$ cat config.mk
export PLATFORM = sky130hd
export DESIGN_NAME = poly_driver
export DESIGN_NICKNAME = d
export VERILOG_FILES = /design/src/rtl/poly_driver.sv
export SDC_FILE = /design/constraint.sdc
export NUM_CORES = 1
export LEC_CHECK = 0
export ABC_AREA = 1
export CAP_MARGIN = 25
export CORE_UTILIZATION = 30
export CTS_CLUSTER_DIAMETER = 80
export DETAILED_ROUTE_END_ITERATION = 8
export DONT_BUFFER_PORTS = 1
export GPL_TIMING_DRIVEN = 0
export SYNTH_ARGS = -nofsm -noshare
export SYNTH_HDL_FRONTEND = slang
export SYNTH_SLANG_ARGS = --single-unit
$ cat constraint.sdc
create_clock -name i_clk -period 3.5 [get_ports i_clk]
set_input_delay 1.05 -clock i_clk [delete_from_list [all_inputs] [get_ports i_clk]]
set_output_delay 1.05 -clock i_clk [all_outputs]
set_load 0.005 [all_outputs]
$ cat src/rtl/poly_driver.sv
// poly_driver: sequences one operand set {a, b, c, x} onto a poly_calc
// data_in/go pin pair, waits out the compute phase, and returns the
// calculator's result over a valid/ready response port.
module poly_driver #(
  parameter int HOLD_CYCLES = 2,  // go high per operand, 1..255
  parameter int GAP_CYCLES  = 2,  // go low after each release, 1..255
  parameter int CALC_CYCLES = 6   // wait before sampling the result, 4..255
) (
  input  logic       i_clk,
  input  logic       i_reset,
  input  logic       i_req_valid,
  output logic       o_req_ready,
  input  logic [7:0] i_req_a,
  input  logic [7:0] i_req_b,
  input  logic [7:0] i_req_c,
  input  logic [7:0] i_req_x,
  output logic       o_go,
  output logic [7:0] o_data_out,
  input  logic [7:0] i_calc_result,
  output logic       o_resp_valid,
  input  logic       i_resp_ready,
  output logic [7:0] o_resp_result,
  output logic       o_busy
);

  typedef enum logic [2:0] {
    S_IDLE  = 3'd0,
    S_SETUP = 3'd1,
    S_DRIVE = 3'd2,
    S_GAP   = 3'd3,
    S_WAIT  = 3'd4,
    S_RESP  = 3'd5
  } state_t;

  // Counters hold "cycles remaining minus one" so the state ends when the
  // counter reads zero; each entry reloads it, so it never wraps.
  localparam logic [7:0] HOLD_RELOAD = 8'(HOLD_CYCLES - 1);
  localparam logic [7:0] GAP_RELOAD  = 8'(GAP_CYCLES - 1);
  localparam logic [7:0] CALC_RELOAD = 8'(CALC_CYCLES - 1);

  state_t     r_state, w_state_next;
  logic [1:0] r_idx, w_idx_next, w_idx_inc;
  logic [7:0] r_cnt, w_cnt_next;
  logic [7:0] r_op [4];
  logic       w_op_load;
  logic       r_go, w_go_next;
  logic [7:0] r_data, w_data_next;
  logic       r_resp_valid, w_resp_valid_next;
  logic [7:0] r_resp_result, w_resp_result_next;

  assign w_idx_inc     = r_idx + 2'd1;
  assign o_req_ready   = (r_state == S_IDLE);
  assign o_busy        = (r_state != S_IDLE);
  assign o_go          = r_go;
  assign o_data_out    = r_data;
  assign o_resp_valid  = r_resp_valid;
  assign o_resp_result = r_resp_result;

  // Next-state and next-output decode; outputs are computed one cycle ahead
  // so go/data_out leave the block straight from flops.
  always_comb begin
    w_state_next       = r_state;
    w_idx_next         = r_idx;
    w_cnt_next         = r_cnt;
    w_op_load          = 1'b0;
    w_go_next          = 1'b0;
    w_data_next        = r_data;
    w_resp_valid_next  = r_resp_valid;
    w_resp_result_next = r_resp_result;
    case (r_state)
      S_IDLE: begin
        if (i_req_valid) begin
          w_state_next = S_SETUP;
          w_op_load    = 1'b1;
          w_idx_next   = 2'd0;
          w_cnt_next   = 8'd0;
          w_data_next  = i_req_a;
        end else begin
          w_state_next = S_IDLE;
        end
      end
      S_SETUP: begin
        w_state_next = S_DRIVE;
        w_cnt_next   = HOLD_RELOAD;
        w_go_next    = 1'b1;
      end
      S_DRIVE: begin
        if (r_cnt == 8'd0) begin
          w_state_next = S_GAP;
          w_cnt_next   = GAP_RELOAD;
          w_go_next    = 1'b0;
        end else begin
          w_cnt_next   = r_cnt - 8'd1;
          w_go_next    = 1'b1;
        end
      end
      S_GAP: begin
        if (r_cnt != 8'd0) begin
          w_cnt_next = r_cnt - 8'd1;
        end else if (r_idx != 2'd3) begin
          // Next operand is presented during SETUP, a cycle before go rises.
          w_state_next = S_SETUP;
          w_idx_next   = w_idx_inc;
          w_cnt_next   = 8'd0;
          w_data_next  = r_op[w_idx_inc];
        end else begin
          w_state_next = S_WAIT;
          w_cnt_next   = CALC_RELOAD;
        end
      end
      S_WAIT: begin
        if (r_cnt == 8'd0) begin
          w_state_next       = S_RESP;
          w_cnt_next         = 8'd0;
          w_resp_valid_next  = 1'b1;
          w_resp_result_next = i_calc_result;
        end else begin
          w_cnt_next = r_cnt - 8'd1;
        end
      end
      S_RESP: begin
        if (i_resp_ready) begin
          w_state_next      = S_IDLE;
          w_resp_valid_next = 1'b0;
        end else begin
          w_state_next = S_RESP;
        end
      end
      default: begin
        w_state_next      = S_IDLE;
        w_idx_next        = 2'd0;
        w_cnt_next        = 8'd0;
        w_data_next       = 8'h00;
        w_resp_valid_next = 1'b0;
      end
    endcase
  end

  // State, counters and output registers; reset aborts any run in progress.
  always_ff @(posedge i_clk) begin
    if (i_reset) begin
      r_state       <= S_IDLE;
      r_idx         <= 2'd0;
      r_cnt         <= 8'd0;
      r_go          <= 1'b0;
      r_data        <= 8'h00;
      r_resp_valid  <= 1'b0;
      r_resp_result <= 8'h00;
    end else begin
      r_state       <= w_state_next;
      r_idx         <= w_idx_next;
      r_cnt         <= w_cnt_next;
      r_go          <= w_go_next;
      r_data        <= w_data_next;
      r_resp_valid  <= w_resp_valid_next;
      r_resp_result <= w_resp_result_next;
    end
  end

  // Operand latch, loaded only on the accept edge.
  always_ff @(posedge i_clk) begin
    if (i_reset) begin
      for (int i = 0; i < 4; i++) r_op[i] <= 8'h00;
    end else if (w_op_load) begin
      r_op[0] <= i_req_a;
      r_op[1] <= i_req_b;
      r_op[2] <= i_req_c;
      r_op[3] <= i_req_x;
    end else begin
      for (int i = 0; i < 4; i++) r_op[i] <= r_op[i];
    end
  end

endmodule

== Word level (Yosys, flattened, before mapping) ==
Memories as Yosys holds them, arrays and structs flattened.
Cells that the tools add are included.

* Multiplexer cells: 44
* Reduce and logical (&&, ||, !) cells: 12
* Equality and inequality tests: 13
* Bitwise operators: 11
* Add/sub/neg operators: 2

{| class="wikitable"
|+ Operators with widths
! cell !! number
|-
| $mux W8 || 15
|-
| $pmux W8 S6 || 1
|-
| $pmux W8 S3 || 1
|-
| $mux W3 || 6
|-
| $pmux W3 S6 || 1
|-
| $mux W1 || 14
|-
| $ne A2 B2 Y1 const B || 7
|-
| $logic_not A8 Y1 || 1
|-
| $or A1 B1 Y1 || 8
|-
| $reduce_bool A8 Y1 || 1
|-
| $reduce_or A4 Y1 || 2
|-
| $sub A8 B1 Y8 const B || 1
|-
| $eq A3 B2 Y1 const B || 2
|-
| $eq A3 B3 Y1 const B || 2
|-
| $mux W2 || 3
|-
| $pmux W2 S3 || 1
|-
| $reduce_and A2 Y1 || 3
|-
| $reduce_and A3 Y1 || 2
|-
| $reduce_and A4 Y1 || 1
|-
| $eq A3 B1 Y1 const B || 1
|-
| $logic_not A3 Y1 || 1
|-
| $not A1 Y1 || 3
|-
| $pmux W1 S3 || 1
|-
| $reduce_bool A3 Y1 || 1
|-
| 3 further kinds || 3
|}

* Flip-flop bits (word level): 31
* Memory bits (writable): 32
* Logic and storage cells: 90
* Input port bits: 44
* Output and inout port bits: 20
* Memories kept: 1

{| class="wikitable"
|+ Memories
! name !! words !! bits a word !! read ports !! clocked after memory_dff !! write ports !! RTL line !! source
|-
| r_op || 4 || 8 || 1 || 0 || 4 || 44 || <nowiki>logic [7:0] r_op [4];</nowiki>
|}

== Logic depth before layout (Yosys ltp) ==
Gate-level depths: netlist (run 1).

* Depth in word-level cells: 7
* Depth in mapped cells: 9

== Least setup slack after synthesis (run 1) ==
Ideal clock, no wire load.

* Kind: input to register
* Start point: input port i_reset
* End point: memory r_op[0][0], enable pin
* Setup time: 478 ps
* Arrival: 1977 ps
* Data required time: 3022 ps
* Stages on the path: 3
* Path slack: 1045 ps
* Path through: inv_1 clkbuf_1 nand2_1

{| class="wikitable"
|+ RTL lines
! item !! RTL line !! source
|-
| from (decl) || 10 || <nowiki>input logic i_reset,</nowiki>
|-
| to (decl) || 44 ||
|}

== Worst setup path in the final report (run 1) ==
* Start point: register r_state[1]
* End point: output port o_busy

* Word-level cells in the longest chain between the ends: 1

{| class="wikitable"
|+ RTL lines
! item !! RTL line !! source
|-
| from (decl) || 41 || <nowiki>state_t r_state, w_state_next;</nowiki>
|-
| from (signal assigned) || 150 || <nowiki>r_state <= w_state_next;</nowiki>
|-
| $reduce_bool A3 Y1 || 53 || <nowiki>assign o_busy = (r_state != S_IDLE);</nowiki>
|-
| to (decl) || 23 || <nowiki>output logic o_busy</nowiki>
|}

No other way between the ends.

==> reports/qor.csv, run 1 <==
metric,value,unit
status,"finished, final reports clean",
vias per cell,4.534,
CTS buffer count,9,
layout cell share with drive strength beyond 1,7.398,%
most frequent cell after synthesis,nand2_1,
met3 WL,427,um
diodes inserted,0,
CTS sink cnt,63,
number of global-route vias before repair,2211,
Cell Pwr Density,737.9,mW/mm2
crit path capture type,output port,
kind of start point of the critical path,flop,
initial antenna violation count,0,
clock-pin slew on the worst setup and hold paths,0.07,ns
Crit Path Category,reg -> out,
clock buffer depth,2,
Hold Path End,r_idx[1]$_SDFFE_PP0P_,
number of synthesized flops with an enable pin,32,
final cycle utilization of the critical path,69.71,%
aggregate routed wire length,6.428,mm
ys async rst share,0,%
Synth area leader,edfxtp_1,
DP Worst Slack,0.9193,ns
worst reg-to-reg path cell count,6,
die area,0.01016,mm2
hold path cells,2,
VDD IR max,0.2947,mV
cell area after layout,0.003344,mm2
R2R Setup Slk,1.61,ns
Synth Flop Type,edfxtp_1,
Detail Route Antenna Nets,0,
core footprint,0.009328,mm2
final net count,434,
CTS H-tree depth,3,
Critical R2R Launch,r_state[1]$_SDFFE_PP0P_,
vias post-DR,2362,
drt wl/cell,12.34,um
Synth Instances,375,
fin util,35.86,%
Seq cells post-synth,63,
CTS tree,done,
Slew HR,64.62,%
largest net degree at the start of global routing,24,
Max Clk Rate,0.4099,GHz
Synth top cells by count,"nand2_1 (83), nor2_1 (67), inv_1 (55), nand3_1 (34), edfxtp_1 (32)",
syn nets,422,
Die Y,100.8,um
sequential area share after synthesis,53.99,%
RR Endpoint,r_op[0][4]$_SDFFCE_PN0P_,
HPWL Detailed,4.755,mm
# Post-CTS Setup Buffers,0,
Period minus WS final,2.440,ns
PortBufs,0,
"Warnings, synthesis",0,
gr ovfl total,0,
final cell count without fillers,521,
Crit Path Max Fanout,9,
DRC viols,0,
Slew Limit Fails,0,
GRT Total Usage,13.86,%
M1 WL,2.919,mm
Worst EP arrival,1.39,ns
Highest Signal Layer,met4,
Max-Cap Viols,0,
Post-CTS Resized,0,
"Avg Cell Area, Syn",7.811,um2
LEAKAGE,1.492,nW
Yosys cell types,23,
first-pass GRT wire length,10.78,mm
Fin. Hold Viols,0,
Worst Hold Class,reg -> reg,
Worst Max-Slew Pin Slew,0.5294,ns
num rows,35,
Final GP Congestion,0.8790,
RSZ-0062 raised after global routing,false,
placed inst area,0.003118,mm2
Inst Count DP,505,
"Hold-fix buffers, CTS",0,
die width,100.8,um
Worst Skew,0.01180,ns
clock latency on the worst-skew pair,0.34,ns
hold_sp,r_idx[1]$_SDFFE_PP0P_,
final-report setup violation count,0,
Layout area overhead,14.18,%
synth top area cells,"edfxtp_1 (33%), dfxtp_1 (21%), nand2_1 (11%), nor2_1 (8.6%), inv_1 (7.0%)",
CP required,2.45,ns
DR pass1 iterations,5,
mapped cell area,0.002929,mm2
Setup WS post-layout,1.060,ns
DRT iter0 DRCs,141,
initial core utilization,31.40,%
DR WL met2,3.042,mm
clk root buf,clkbuf_8,
post-synth top area share,32.81,%
setup TNS,0,ns
# IOs,64,
cells by family after synthesis:
kind of cell | after synthesis | synth area share (%)
AND/OR/NAND/NOR | 196 | 27.64
buffers and inverters | 69 | 9.184
flip-flops | 63 | 53.99
AO/OA/AOI/OAI | 43 | 7.603
adder cells (fa/ha/maj) | 3 | 1.282
XOR/XNOR | 1 | 0.2991
critical path, stage by stage (launching register included):
cell	delay [ns]
dfxtp_1	0.36
nor2_1	0.19
inv_1	0.09
nor2_2	0.19
inv_1	0.21
stage by stage:
step           hold slack [ns]  total power, mW
2_1_floorplan           0.4413            1.571
3_3_place_gp            0.4569            1.748
3_5_place_dp            0.4634            1.775
4_1_cts                 0.4771            2.497
5_1_grt                 0.4991            2.665
6_report                0.4767            2.468
state kept, by name (all words and copies together) (netlist names):
register / flops
r_op: 32
o_data_out: 8
o_resp_result: 8
r_cnt: 8
r_state: 3
r_idx: 2
o_go: 1
o_resp_valid: 1
layout by cell type, fill, tap and decap left out:
cell | netlist | layout
buf_4 | 1 | 1
xor2_1 | 1 | 1
o21ai_0 | 21 | 21
clkinv_4 | 0 | 1
nor2_2 | 2 | 2
buf_2 | 5 | 5
o211a_1 | 1 | 1
inv_1 | 55 | 55
ha_1 | 3 | 3
nor3_1 | 4 | 4
clkinvlp_4 | 0 | 1
buf_16 | 0 | 1
nor2_1 | 67 | 67
nand2_2 | 2 | 2
clkinv_1 | 2 | 2
inv_6 | 0 | 3
edfxtp_1 | 32 | 32
a31oi_1 | 2 | 2
nand2_1 | 83 | 83
a21oi_1 | 19 | 19
nand3b_1 | 1 | 1
clkbuf_1 | 5 | 5
inv_2 | 1 | 1
nand3_1 | 34 | 34
nand4_1 | 2 | 2
dfxtp_1 | 31 | 31
clkbuf_8 | 0 | 9
nor2_4 | 1 | 1
bufinv_16 | 0 | 2
report_power, final:
| part | total, mW | internal (mW) | switching, mW |
|---|---|---|---|
| combinational | 0.740 | 0.238 | 0.502 |
| sequential | 1.01 | 0.933 | 0.0763 |
| clock | 0.719 | 0.409 | 0.310 |
| total | 2.47 | 1.58 | 0.888 |
worst max path at each step:
| stage | from | to | slack [ns] | cells past startpoint |
|---|---|---|---|---|
| 2_1_floorplan | i_reset | r_op[0][0]$_SDFFCE_PN0P_ | 1.04 | 3 |
| 3_3_place_gp | i_reset | r_op[1][5]$_SDFFCE_PN0P_ | 0.49 | 3 |
| 4_1_cts | r_state[1]$_SDFFE_PP0P_ | o_busy | 1.04 | 4 |
| 5_1_grt | r_state[1]$_SDFFE_PP0P_ | o_busy | 0.90 | 4 |
| 3_5_place_dp | i_reset | r_op[2][6]$_SDFFCE_PN0P_ | 0.92 | 4 |
| 6_report | r_state[1]$_SDFFE_PP0P_ | o_busy | 1.06 | 4 |
routing by layer:
metal	GRT usage [%]	up-vias
met5	0	-
met2	21.87	64
met1	17.39	1079
met3	4.646	5
met4	5.686	0
li1	-	1214
cell type report:
cell class              count  area, um2
flip-flops and latches     63       1582
fillers                   975       5983
clock buffers               9      123.9
plain buffers              11      51.30
clock inverters             7      102.6
inverters                  58      217.7
multi-input cells         243       1079
well taps                 129      161.4
repair buffers              1      27.53
Power figures use the tool's default switching activity.
==> inputs of run 2 (changes only) <==
- clock period: 3.5 -> 2.3 ns (I/O delays scaled with it)
==> results of run 2 <==
Same layout as run 1 (identical final DEF). Status: finished, final reports clean.
Main changes from that run: setup slack after placement 0.9193 ns -> 0.07928 ns; setup slack after layout 1.060 ns -> 0.2203 ns; hold slack 0.4767 ns -> 0.4047 ns; register-to-register setup slack 1.61 ns -> 0.41 ns; end point of the worst hold path r_idx[1]$_SDFFE_PP0P_ -> o_resp_valid$_SDFFE_PP0P_; total power 2.468 mW -> 3.756 mW; worst IR drop on VDD 0.2947 mV -> 0.4485 mV
==> inputs of run 3 (changes only) <==
- clock period: 2.3 -> 2.6 ns (I/O delays scaled with it)
==> results of run 3 <==
Same layout as run 1 (identical final DEF). Status: finished, final reports clean.
Main changes from that run: setup slack after placement 0.9193 ns -> 0.2893 ns; setup slack after layout 1.060 ns -> 0.4303 ns; register-to-register setup slack 1.61 ns -> 0.71 ns; total power 2.468 mW -> 3.322 mW; worst IR drop on VDD 0.2947 mV -> 0.3968 mV
